File: config.mk
export PLATFORM = sky130hd
export DESIGN_NAME = fuzz_input_stager
export DESIGN_NICKNAME = d
export VERILOG_FILES = /design/src/rtl/fuzz_stage_pkg.sv /design/src/rtl/stager_channel_pipe.sv /design/src/rtl/fuzz_input_stager.sv
export SDC_FILE = /design/constraint.sdc
export NUM_CORES = 1
export LEC_CHECK = 0
export CORE_AREA = 10 10 200 202
export DETAILED_ROUTE_END_ITERATION = 6
export DIE_AREA = 0 0 210 212
export GPL_TIMING_DRIVEN = 0
export HOLD_SLACK_MARGIN = 0.12
export PLACE_DENSITY = 0.59
export SLEW_MARGIN = 15
export SYNTH_ARGS = -nofsm -noshare
export SYNTH_HDL_FRONTEND = slang
export SYNTH_SLANG_ARGS = --single-unit
File: constraint.sdc
create_clock -name i_clk -period 13.2 [get_ports i_clk]
set_clock_uncertainty 0.1 [all_clocks]
set_input_delay 1.32 -clock i_clk [delete_from_list [all_inputs] [get_ports i_clk]]
set_output_delay 1.32 -clock i_clk [all_outputs]
set_load 0.02 [all_outputs]
File: src/rtl/fuzz_stage_pkg.sv
// Shared types and constants for the fuzz input stager.
package fuzz_stage_pkg;

  // Core reset sequencer states.
  typedef enum logic [0:0] {
    S_HOLD = 1'b0,
    S_RUN  = 1'b1
  } seq_state_e;

  localparam int unsigned DEF_BUS_W    = 32;
  localparam int unsigned DEF_NUM_CH   = 8;
  localparam int unsigned DEF_STAGES   = 1;
  localparam int unsigned DEF_RST_HOLD = 4;
  localparam int unsigned DEF_CNT_W    = 16;
  localparam int unsigned STAGES_MAX   = 4;

  // Bits needed to hold the values 0..max_val.
  function automatic int unsigned cnt_width(input int unsigned max_val);
    return (max_val < 2) ? 1 : $clog2(max_val + 1);
  endfunction

endpackage

File: src/rtl/stager_channel_pipe.sv
// One stimulus channel: a STAGES-deep register chain with separate capture and shift enables.
module stager_channel_pipe #(
  parameter int unsigned BUS_W  = 32,
  parameter int unsigned STAGES = 1
) (
  input  logic             i_clk,
  input  logic             i_reset,
  input  logic             i_cap_en,
  input  logic             i_shift_en,
  input  logic [BUS_W-1:0] i_data,
  output logic [BUS_W-1:0] o_data
);

  logic [BUS_W-1:0] r_stage [STAGES];

  // Stage 0 loads new stimulus; older stages shift independently so a masked channel
  // keeps replicating its stage 0 value down the pipe.
  always_ff @(posedge i_clk or posedge i_reset) begin
    if (i_reset) begin
      for (int k = 0; k < int'(STAGES); k++) begin
        r_stage[k] <= '0;
      end
    end else begin
      if (i_cap_en) begin
        r_stage[0] <= i_data;
      end
      if (i_shift_en) begin
        for (int k = 1; k < int'(STAGES); k++) begin
          r_stage[k] <= r_stage[k-1];
        end
      end
    end
  end

  assign o_data = r_stage[STAGES-1];

endmodule

File: src/rtl/fuzz_input_stager.sv
// Input-staging shell between the fuzz harness and a core under test: per-channel
// stimulus pipelines, pipeline-fill flag, core reset sequencer and a run-cycle counter.
module fuzz_input_stager
  import fuzz_stage_pkg::*;
#(
  parameter int unsigned BUS_W    = DEF_BUS_W,
  parameter int unsigned NUM_CH   = DEF_NUM_CH,
  parameter int unsigned STAGES   = DEF_STAGES,
  parameter int unsigned RST_HOLD = DEF_RST_HOLD,
  parameter int unsigned CNT_W    = DEF_CNT_W
) (
  input  logic                    i_clk,
  input  logic                    i_reset,
  input  logic [NUM_CH*BUS_W-1:0] i_in_data,
  input  logic [NUM_CH-1:0]       i_in_mask,
  input  logic                    i_freeze,
  input  logic                    i_core_resetn_req,
  output logic [NUM_CH*BUS_W-1:0] o_out_data,
  output logic                    o_core_resetn,
  output logic                    o_stage_valid,
  output logic [CNT_W-1:0]        o_cycle_cnt
);

  localparam int unsigned FILL_W = cnt_width(STAGES);
  localparam int unsigned HOLD_W = cnt_width(RST_HOLD);

  localparam logic [FILL_W-1:0] FILL_MAX = FILL_W'(STAGES);
  localparam logic [HOLD_W-1:0] HOLD_MAX = HOLD_W'(RST_HOLD);
  localparam logic [HOLD_W-1:0] HOLD_GO  = HOLD_W'(RST_HOLD - 1);
  localparam logic [CNT_W-1:0]  CNT_MAX  = '1;

  if (STAGES < 1 || STAGES > STAGES_MAX) begin : g_bad_stages
    $error("fuzz_input_stager: STAGES must be in 1..4");
  end
  if (RST_HOLD < 1) begin : g_bad_hold
    $error("fuzz_input_stager: RST_HOLD must be >= 1");
  end

  logic w_shift_en;
  assign w_shift_en = ~i_freeze;

  // ---------------------------------------------------------------------------
  // Data pipelines
  // ---------------------------------------------------------------------------
  for (genvar i = 0; i < NUM_CH; i++) begin : g_ch
    logic w_cap_en;
    assign w_cap_en = i_in_mask[i] & ~i_freeze;

    stager_channel_pipe #(
      .BUS_W  (BUS_W),
      .STAGES (STAGES)
    ) u_pipe (
      .i_clk      (i_clk),
      .i_reset    (i_reset),
      .i_cap_en   (w_cap_en),
      .i_shift_en (w_shift_en),
      .i_data     (i_in_data[i*BUS_W +: BUS_W]),
      .o_data     (o_out_data[i*BUS_W +: BUS_W])
    );
  end

  // ---------------------------------------------------------------------------
  // Pipeline fill tracking
  // ---------------------------------------------------------------------------
  logic [FILL_W-1:0] r_fill_cnt;

  // Count unfrozen cycles since reset, saturating once every stage holds real data.
  always_ff @(posedge i_clk or posedge i_reset) begin
    if (i_reset) begin
      r_fill_cnt <= '0;
    end else if (w_shift_en && (r_fill_cnt != FILL_MAX)) begin
      r_fill_cnt <= r_fill_cnt + 1'b1;
    end
  end

  assign o_stage_valid = (r_fill_cnt == FILL_MAX);

  // ---------------------------------------------------------------------------
  // Core reset sequencer
  // ---------------------------------------------------------------------------
  seq_state_e        r_state;
  seq_state_e        w_state_d;
  logic [HOLD_W-1:0] r_hold_cnt;
  logic [HOLD_W-1:0] w_hold_cnt_d;
  logic              r_core_resetn;
  logic              w_core_resetn_d;

  // Next-state logic: hold the core in reset for at least RST_HOLD cycles and for as
  // long as the harness keeps requesting it.
  always_comb begin
    w_state_d    = r_state;
    w_hold_cnt_d = r_hold_cnt;
    unique case (r_state)
      S_HOLD: begin
        if (r_hold_cnt != HOLD_MAX) begin
          w_hold_cnt_d = r_hold_cnt + 1'b1;
        end
        if ((r_hold_cnt >= HOLD_GO) && i_core_resetn_req) begin
          w_state_d = S_RUN;
        end
      end
      S_RUN: begin
        if (!i_core_resetn_req) begin
          w_state_d    = S_HOLD;
          w_hold_cnt_d = '0;
        end
      end
      default: begin
        w_state_d    = S_HOLD;
        w_hold_cnt_d = '0;
      end
    endcase
  end

  assign w_core_resetn_d = (w_state_d == S_RUN);

  // Sequencer state and registered core reset output.
  always_ff @(posedge i_clk or posedge i_reset) begin
    if (i_reset) begin
      r_state       <= S_HOLD;
      r_hold_cnt    <= '0;
      r_core_resetn <= 1'b0;
    end else begin
      r_state       <= w_state_d;
      r_hold_cnt    <= w_hold_cnt_d;
      r_core_resetn <= w_core_resetn_d;
    end
  end

  assign o_core_resetn = r_core_resetn;

  // ---------------------------------------------------------------------------
  // Cycles-since-release counter
  // ---------------------------------------------------------------------------
  logic [CNT_W-1:0] r_cycle_cnt;
  logic [CNT_W-1:0] w_cycle_cnt_d;

  // Reads 0 whenever core_resetn is low; counts completed run cycles otherwise.
  always_comb begin
    w_cycle_cnt_d = '0;
    if (w_core_resetn_d && r_core_resetn) begin
      w_cycle_cnt_d = (r_cycle_cnt == CNT_MAX) ? r_cycle_cnt : r_cycle_cnt + 1'b1;
    end
  end

  // Counter register.
  always_ff @(posedge i_clk or posedge i_reset) begin
    if (i_reset) begin
      r_cycle_cnt <= '0;
    end else begin
      r_cycle_cnt <= w_cycle_cnt_d;
    end
  end

  assign o_cycle_cnt = r_cycle_cnt;

endmodule

==> results.py, run 1 <==
metrics = {
    "cts": {
        "postCtsHoldBufs": 0,
        "cts_tree": "done",
        "cts_setup_buffers": 0,
        "insertion_delay_ns": 0.52,
        "cts_root_buf": "clkbuf_16",
        "clk_pin_slew_ns": 0.05,
        "clock-sinks": 277,
        "numCtsBuffers": 35,
        "cts-resized-gates": 0,
        "htreeDepth": 2,
        "cts_buffer_depth": 3,
    },
    "placement": {
        "place_ws_ns": 9.41,
        "gp_routability_congestion": 0.770,
        "place_hpwl_um": 31300,
        "placed_area_um2": 16700,
        "port_buffers": 541,
    },
    "synthesis": {
        "synthTopCellsByArea": "dfrtp_1, mux2_2, mux2_1",
        "synth_area_um2": 10600,
        "synth_edf_count": 0,
        "synth.avg_cell_area_um2": 15.9,
        "syn_nets": 938,
        "netlist.area_leader.share": 0.653,
        "synth_ff_type": "dfrtp_1",
        "yosysUniqueCellTypes": 36,
        "syn_inst": 666,
        "ys.warnings.count": 0,
        "synth_largest_area_cell": "dfrtp_1",
        "ys_ff_latch": 277,
        "async_flop_share": 1.00,
        "yosysSeqAreaShare": 0.653,
    },
    "worst_setup_path": {
        "cp-start-kind": "input pin",
        "cp_slowest_stage_delay_ns": 0.82,
        "critPathKind": "in -> reg",
        "cp_slowest_cell": "clkdlybuf4s50_1",
        "worst-path-max-fanout": 10,
        "endpoint_kind": "flop",
        "crit_arrival_ns": 3.43,
        "worstPathCellList": "clkdlybuf4s50_1 > nor2b_1 > clkbuf_1 > buf_2 > mux2_2",
        "critical_path_required_ns": 13.50,
    },
    "grt": {
        "grt_max_degree": 103,
        "grt_use_met1": 0.178,
        "track_usage": 0.170,
        "grt_pass1_vias": 8297,
        "busiest_layer": "met2",
        "grtUsageMet2": 0.298,
        "grtUsageMet3": 0.0841,
        "gr-total-overflow": 0,
        "grt_pass1_wl_um": 57100,
        "antenna_found_initial": 4,
    },
    "layout": {
        "fill_cells": 3185,
        "area.growth.synth_to_final_pct": 67.9,
        "layout.nets": 1518,
        "final_area_um2": 17800,
        "drive_gt1_frac": 0.253,
        "postLayoutCoreUtil": 0.494,
    },
    "floorplanning": {
        "coreArea_um2": 36100,
        "die_y_um": 212,
        "ios": 542,
        "initial_core_util": 0.294,
        "fp-row-count": 70,
        "die_x_um": 210,
        "dieArea_um2": 44500,
    },
    "timing": {
        "final_hold_viol_count": 0,
        "clock.fmax_mhz": 320,
        "fin_crit_sh": 0.237,
        "slew_headroom": 0.481,
        "tightestPinTransition_ns": 0.777,
        "postLayoutSetupSlackWorst_ns": 10.07,
        "timing.final.crit_period_ns": 3.13,
        "slew_viol_final": 0,
        "setup_viol": 0,
        "rsz0062_at_grt": "no",
    },
    "power": {
        "irDropWorstVdd_v": 0.000101,
        "power_uw": 2680,
        "p_per_area_nw_per_um2": 150,
        "p_leak_uw": 0.00731,
    },
    "drt": {
        "routed_via_density": 4.44,
        "drt-total-wl_um": 39500,
        "dr.pass1.iters": 4,
        "ant_nets": 0,
        "vias": 7723,
        "drtIter0Drc": 249,
        "wl_per_cell_um": 22.7,
        "drc_errors": 0,
    },
    "flow_run": {
        "drv_cap": 0,
    },
    "run_status": {
        "status": "completed",
    },
    "hold_path": {
        "min_path_type": "reg -> reg",
    },
}
[critical path: cells and delay by family]
family / cells / cell delay, ns
buf+inv: 3 / 1.45
simple gates: 1 / 0.25
mux: 1 / 0.38
[cell type report]
class | count | area (µm²) | share of cell area
Antenna cell | 2 | 5.00 | 0.000281
Buffer | 37 | 178 | 0.00997
Clock buffer | 57 | 1080 | 0.0607
Clock inverter | 5 | 52.6 | 0.00295
Inverter | 4 | 22.5 | 0.00126
Multi-Input combinational cell | 348 | 3490 | 0.196
Sequential cell | 277 | 6930 | 0.389
Tap cell | 468 | 586 | 0.0329
Timing Repair Buffer | 543 | 5470 | 0.307
[power breakdown]
group	leakage (µW)	total, µW	internal (µW)	switching (µW)
Sequential	0.00329	1040	973	64.3
Combinational	0.00347	699	375	324
Clock	0.000554	940	577	362
Total	0.00731	2680	1930	751
[kinds of logic after synthesis]
logic type / share of synthesized area
adder cells (fa/ha/maj): 0.00472
flip-flops: 0.653
AND/OR/NAND/NOR: 0.0325
XOR/XNOR: 0.00165
AO/OA/AOI/OAI: 0.0159
buffers and inverters: 0.0182
multiplexers: 0.274
[routing by layer]
layer	up-vias	routed length [µm]
met5	-	23
met4	4	532
met3	43	4360
met2	298	20500
met1	3852	14100
li1	3526	-
[stage by stage]
step                      cells  TNS (ns)  hold slack [ns]
after floorplan             666         0            0.418
after global placement     1675    -51.02            0.351
after detailed placement   1677         0            0.362
after CTS                  1739         0            0.375
after global routing       1740         0            0.387
final                      1741         0            0.373
[final timing paths]
path	from	endpoint	slack, ns	cells past startpoint
worst max-delay path	i_freeze	g_ch[4].u_pipe.o_data[3]$_DFFE_PP0P_	10.07	5
worst min-delay path	o_stage_valid$_DFFE_PP0P_	o_stage_valid$_DFFE_PP0P_	0.37	1
worst max register to register	o_cycle_cnt[0]$_DFFE_PP0P_	o_cycle_cnt[0]$_DFFE_PP0P_	11.20	6
worst min register to register	o_stage_valid$_DFFE_PP0P_	o_stage_valid$_DFFE_PP0P_	0.37	1
max in group asynchronous	i_reset	g_ch[4].u_pipe.o_data[12]$_DFFE_PP0P_	10.43	4
min in group asynchronous	i_reset	g_ch[7].u_pipe.o_data[16]$_DFFE_PP0P_	1.19	2
[state kept, by name (all words and copies together), names as in the netlist]
name / count
g_ch.u_pipe.o_data: 256
o_core_resetn: 1
o_cycle_cnt: 16
o_stage_valid: 1
r_hold_cnt: 3
[cell usage after synthesis (2+ instances only)]
cell type	instances
mux2_1	20
mux2_2	237
dfrtp_1	277
and2_1	2
o21ai_0	13
and3_2	2
nand2_1	8
nor2_1	6
inv_1	4
nand4_1	3
or4_1	3
or3_1	4
ha_1	4
nor3_1	3
clkbuf_1	10
a31oi_1	4
and4_1	4
buf_2	25
nand3_1	6
nor2b_1	10
a21oi_1	6
[cell usage in the layout, fill, tap and decap left out, types with 8 or more instances in the layout]
cell,count
clkdlybuf4s50_1,541
dfrtp_1,277
mux2_2,237
clkbuf_16,37
buf_2,25
clkbuf_1,22
mux2_1,20
o21ai_0,13
nor2b_1,10
nand2_1,8
clkbuf_8,8
Power figures use the tool's default switching activity.
==> inputs of run 2 (changes only) <==
==> constraint.sdc (replaced) <==
create_clock -name i_clk -period 3.25 [get_ports i_clk]
set_clock_uncertainty 0.1 [all_clocks]
set_input_delay 0.325 -clock i_clk [delete_from_list [all_inputs] [get_ports i_clk]]
set_output_delay 0.325 -clock i_clk [all_outputs]
set_load 0.02 [all_outputs]
==> run 2 against run 1 <==
Register-to-register slack worse by 10 ns. First-iteration DRC count fell by 3.2%. Routed wire length is 0.18% higher. Non-clock buffer count increased by 8. Die area is the same. Sequential share of layout area decreased by 0.32 points. Via count grew 0.89%. Design area increased by 0.84%. Clock power grew to 4.1 times the previous value. Count of clock-buffer cells in the layout down 2. Sequential cell count is the same. Sequential power grew to 4.0 times the previous value.
==> results.py, run 2 (same netlist as run 1, synthesis figures left out) <==
metrics = {
    "floorplanning": {
        "initial_core_util": 0.294,
        "ios": 542,
        "fp-row-count": 70,
        "dieArea_um2": 44500,
        "die_y_um": 212,
        "die_x_um": 210,
        "coreArea_um2": 36100,
    },
    "worst_setup_path": {
        "critPathKind": "reg -> out",
        "worstPathCellList": "clkdlybuf4s50_1",
        "r2r-end": "o_cycle_cnt[0]$_DFFE_PP0P_",
        "cp-start-kind": "flop",
        "worst-path-max-fanout": 7,
        "critPathTopFamily": "buffers and inverters",
        "r2r_cells": 6,
        "rrSetupSlack_ns": 1.22,
        "critical_path_required_ns": 2.82,
        "r2r-start": "o_cycle_cnt[0]$_DFFE_PP0P_",
        "critPathBufInv": 1,
        "endpoint_kind": "primary output",
        "crit_arrival_ns": 1.70,
        "cp_slowest_stage_delay_ns": 0.70,
        "cp_slowest_cell": "clkdlybuf4s50_1",
    },
    "placement": {
        "place_ws_ns": 0.522,
        "place_hpwl_um": 32000,
        "port_buffers": 541,
        "gp_routability_congestion": 0.771,
    },
    "cts": {
        "insertion_delay_ns": 0.52,
        "postCtsHoldBufs": 1,
        "clock-sinks": 277,
        "htreeDepth": 2,
        "cts_root_buf": "clkbuf_16",
        "clk_pin_slew_ns": 0.06,
        "cts-resized-gates": 0,
        "numCtsBuffers": 34,
        "cts_buffer_depth": 3,
        "cts_setup_buffers": 0,
        "cts_tree": "done",
    },
    "drt": {
        "dr.pass1.iters": 4,
        "vias": 7792,
        "drtIter0Drc": 241,
        "drc_errors": 0,
        "routed_via_density": 4.46,
        "ant_nets": 0,
        "wl_per_cell_um": 22.7,
        "drt-total-wl_um": 39600,
    },
    "run_status": {
        "status": "completed",
    },
    "timing": {
        "fin_crit_sh": 0.655,
        "setup_viol": 0,
        "slew_viol_final": 0,
        "postLayoutSetupSlackWorst_ns": 1.12,
        "final_hold_viol_count": 0,
        "tightestPinTransition_ns": 0.721,
        "clock.fmax_mhz": 470,
        "rsz0062_at_grt": "no",
        "timing.final.crit_period_ns": 2.13,
        "slew_headroom": 0.518,
    },
    "layout": {
        "mostFrequentLayoutCells": "clkdlybuf4s50_1, dfrtp_1, mux2_2",
        "largest_register_ffs": 256,
        "postLayoutCoreUtil": 0.498,
        "fill_cells": 3206,
        "drive_gt1_frac": 0.255,
        "area.growth.synth_to_final_pct": 69.3,
        "layout.nets": 1525,
        "final_common_cell": "clkdlybuf4s50_1",
    },
    "flow_run": {
        "drv_cap": 0,
    },
    "hold_path": {
        "hold_end": "g_ch[5].u_pipe.o_data[3]$_DFFE_PP0P_",
        "min_path_type": "in -> reg",
        "hold_depth": 2,
        "holdCritStartpoint": "i_in_data[163]",
    },
    "grt": {
        "grt_pass1_wl_um": 57200,
        "track_usage": 0.172,
        "grt_pass1_vias": 8263,
        "gr-total-overflow": 0,
        "antenna_found_initial": 5,
        "grt_max_degree": 35,
    },
    "power": {
        "p_leak_uw": 0.00738,
        "irDropWorstVdd_v": 0.000416,
        "p_per_area_nw_per_um2": 610,
    },
}
[run 2: final cells by class]
| type | count | area [µm²] | share of cell area |
|---|---|---|---|
| repair buffers | 551 | 5610 | 0.313 |
| diodes | 2 | 5.00 | 0.000279 |
| flip-flops and latches | 277 | 6930 | 0.386 |
| multi-input cells | 348 | 3490 | 0.194 |
| clock buffers | 55 | 1040 | 0.0581 |
| plain buffers | 37 | 178 | 0.00989 |
| inverters | 4 | 18.8 | 0.00104 |
| well taps | 468 | 586 | 0.0326 |
| clock inverters | 5 | 100 | 0.00557 |
[run 2: routing by layer]
| metal | routed length (µm) | part of all wire | vias up | global-route usage |
|---|---|---|---|---|
| li1 | - | - | 3563 | - |
| met1 | 14000 | 0.35 | 3875 | 0.179 |
| met2 | 20600 | 0.52 | 305 | 0.301 |
| met3 | 4390 | 0.11 | 43 | 0.0854 |
| met4 | 575 | 0.015 | 6 | 0.0461 |
| met5 | 43 | 0.0011 | - | 0 |
[run 2: how the worst max path moves through the flow]
stage	from	end	cells past startpoint
finish	o_cycle_cnt[8]$_DFFE_PP0P_	o_cycle_cnt[8]	1
global route	i_freeze	g_ch[6].u_pipe.o_data[7]$_DFFE_PP0P_	5
CTS	o_cycle_cnt[8]$_DFFE_PP0P_	o_cycle_cnt[8]	1
detailed placement	i_freeze	g_ch[6].u_pipe.o_data[8]$_DFFE_PP0P_	5
global placement	i_reset	g_ch[5].u_pipe.o_data[29]$_DFFE_PP0P_	2
floorplan	i_reset	g_ch[0].u_pipe.o_data[0]$_DFFE_PP0P_	1
[run 2: through the flow]
| step | instance area [µm²] | hold slack (ns) | instances | setup TNS, ns | total power, µW |
|---|---|---|---|---|---|
| floorplan | 10600 | 0.305 | 666 | -232.78 | 5510 |
| global placement | 16600 | 0.349 | 1675 | -905.45 | 7120 |
| detailed placement | 16800 | 0.369 | 1684 | 0 | 7180 |
| CTS | 18000 | 0.264 | 1745 | 0 | 11200 |
| global route | 18000 | 0.280 | 1747 | 0 | 11500 |
| finish | 18000 | 0.301 | 1747 | 0 | 10900 |
[run 2: power breakdown]
group,internal [µW],leakage (µW),switching [µW]
clock,2430,0.000557,1450
combinational,1540,0.00353,1320
sequential,3950,0.00329,261
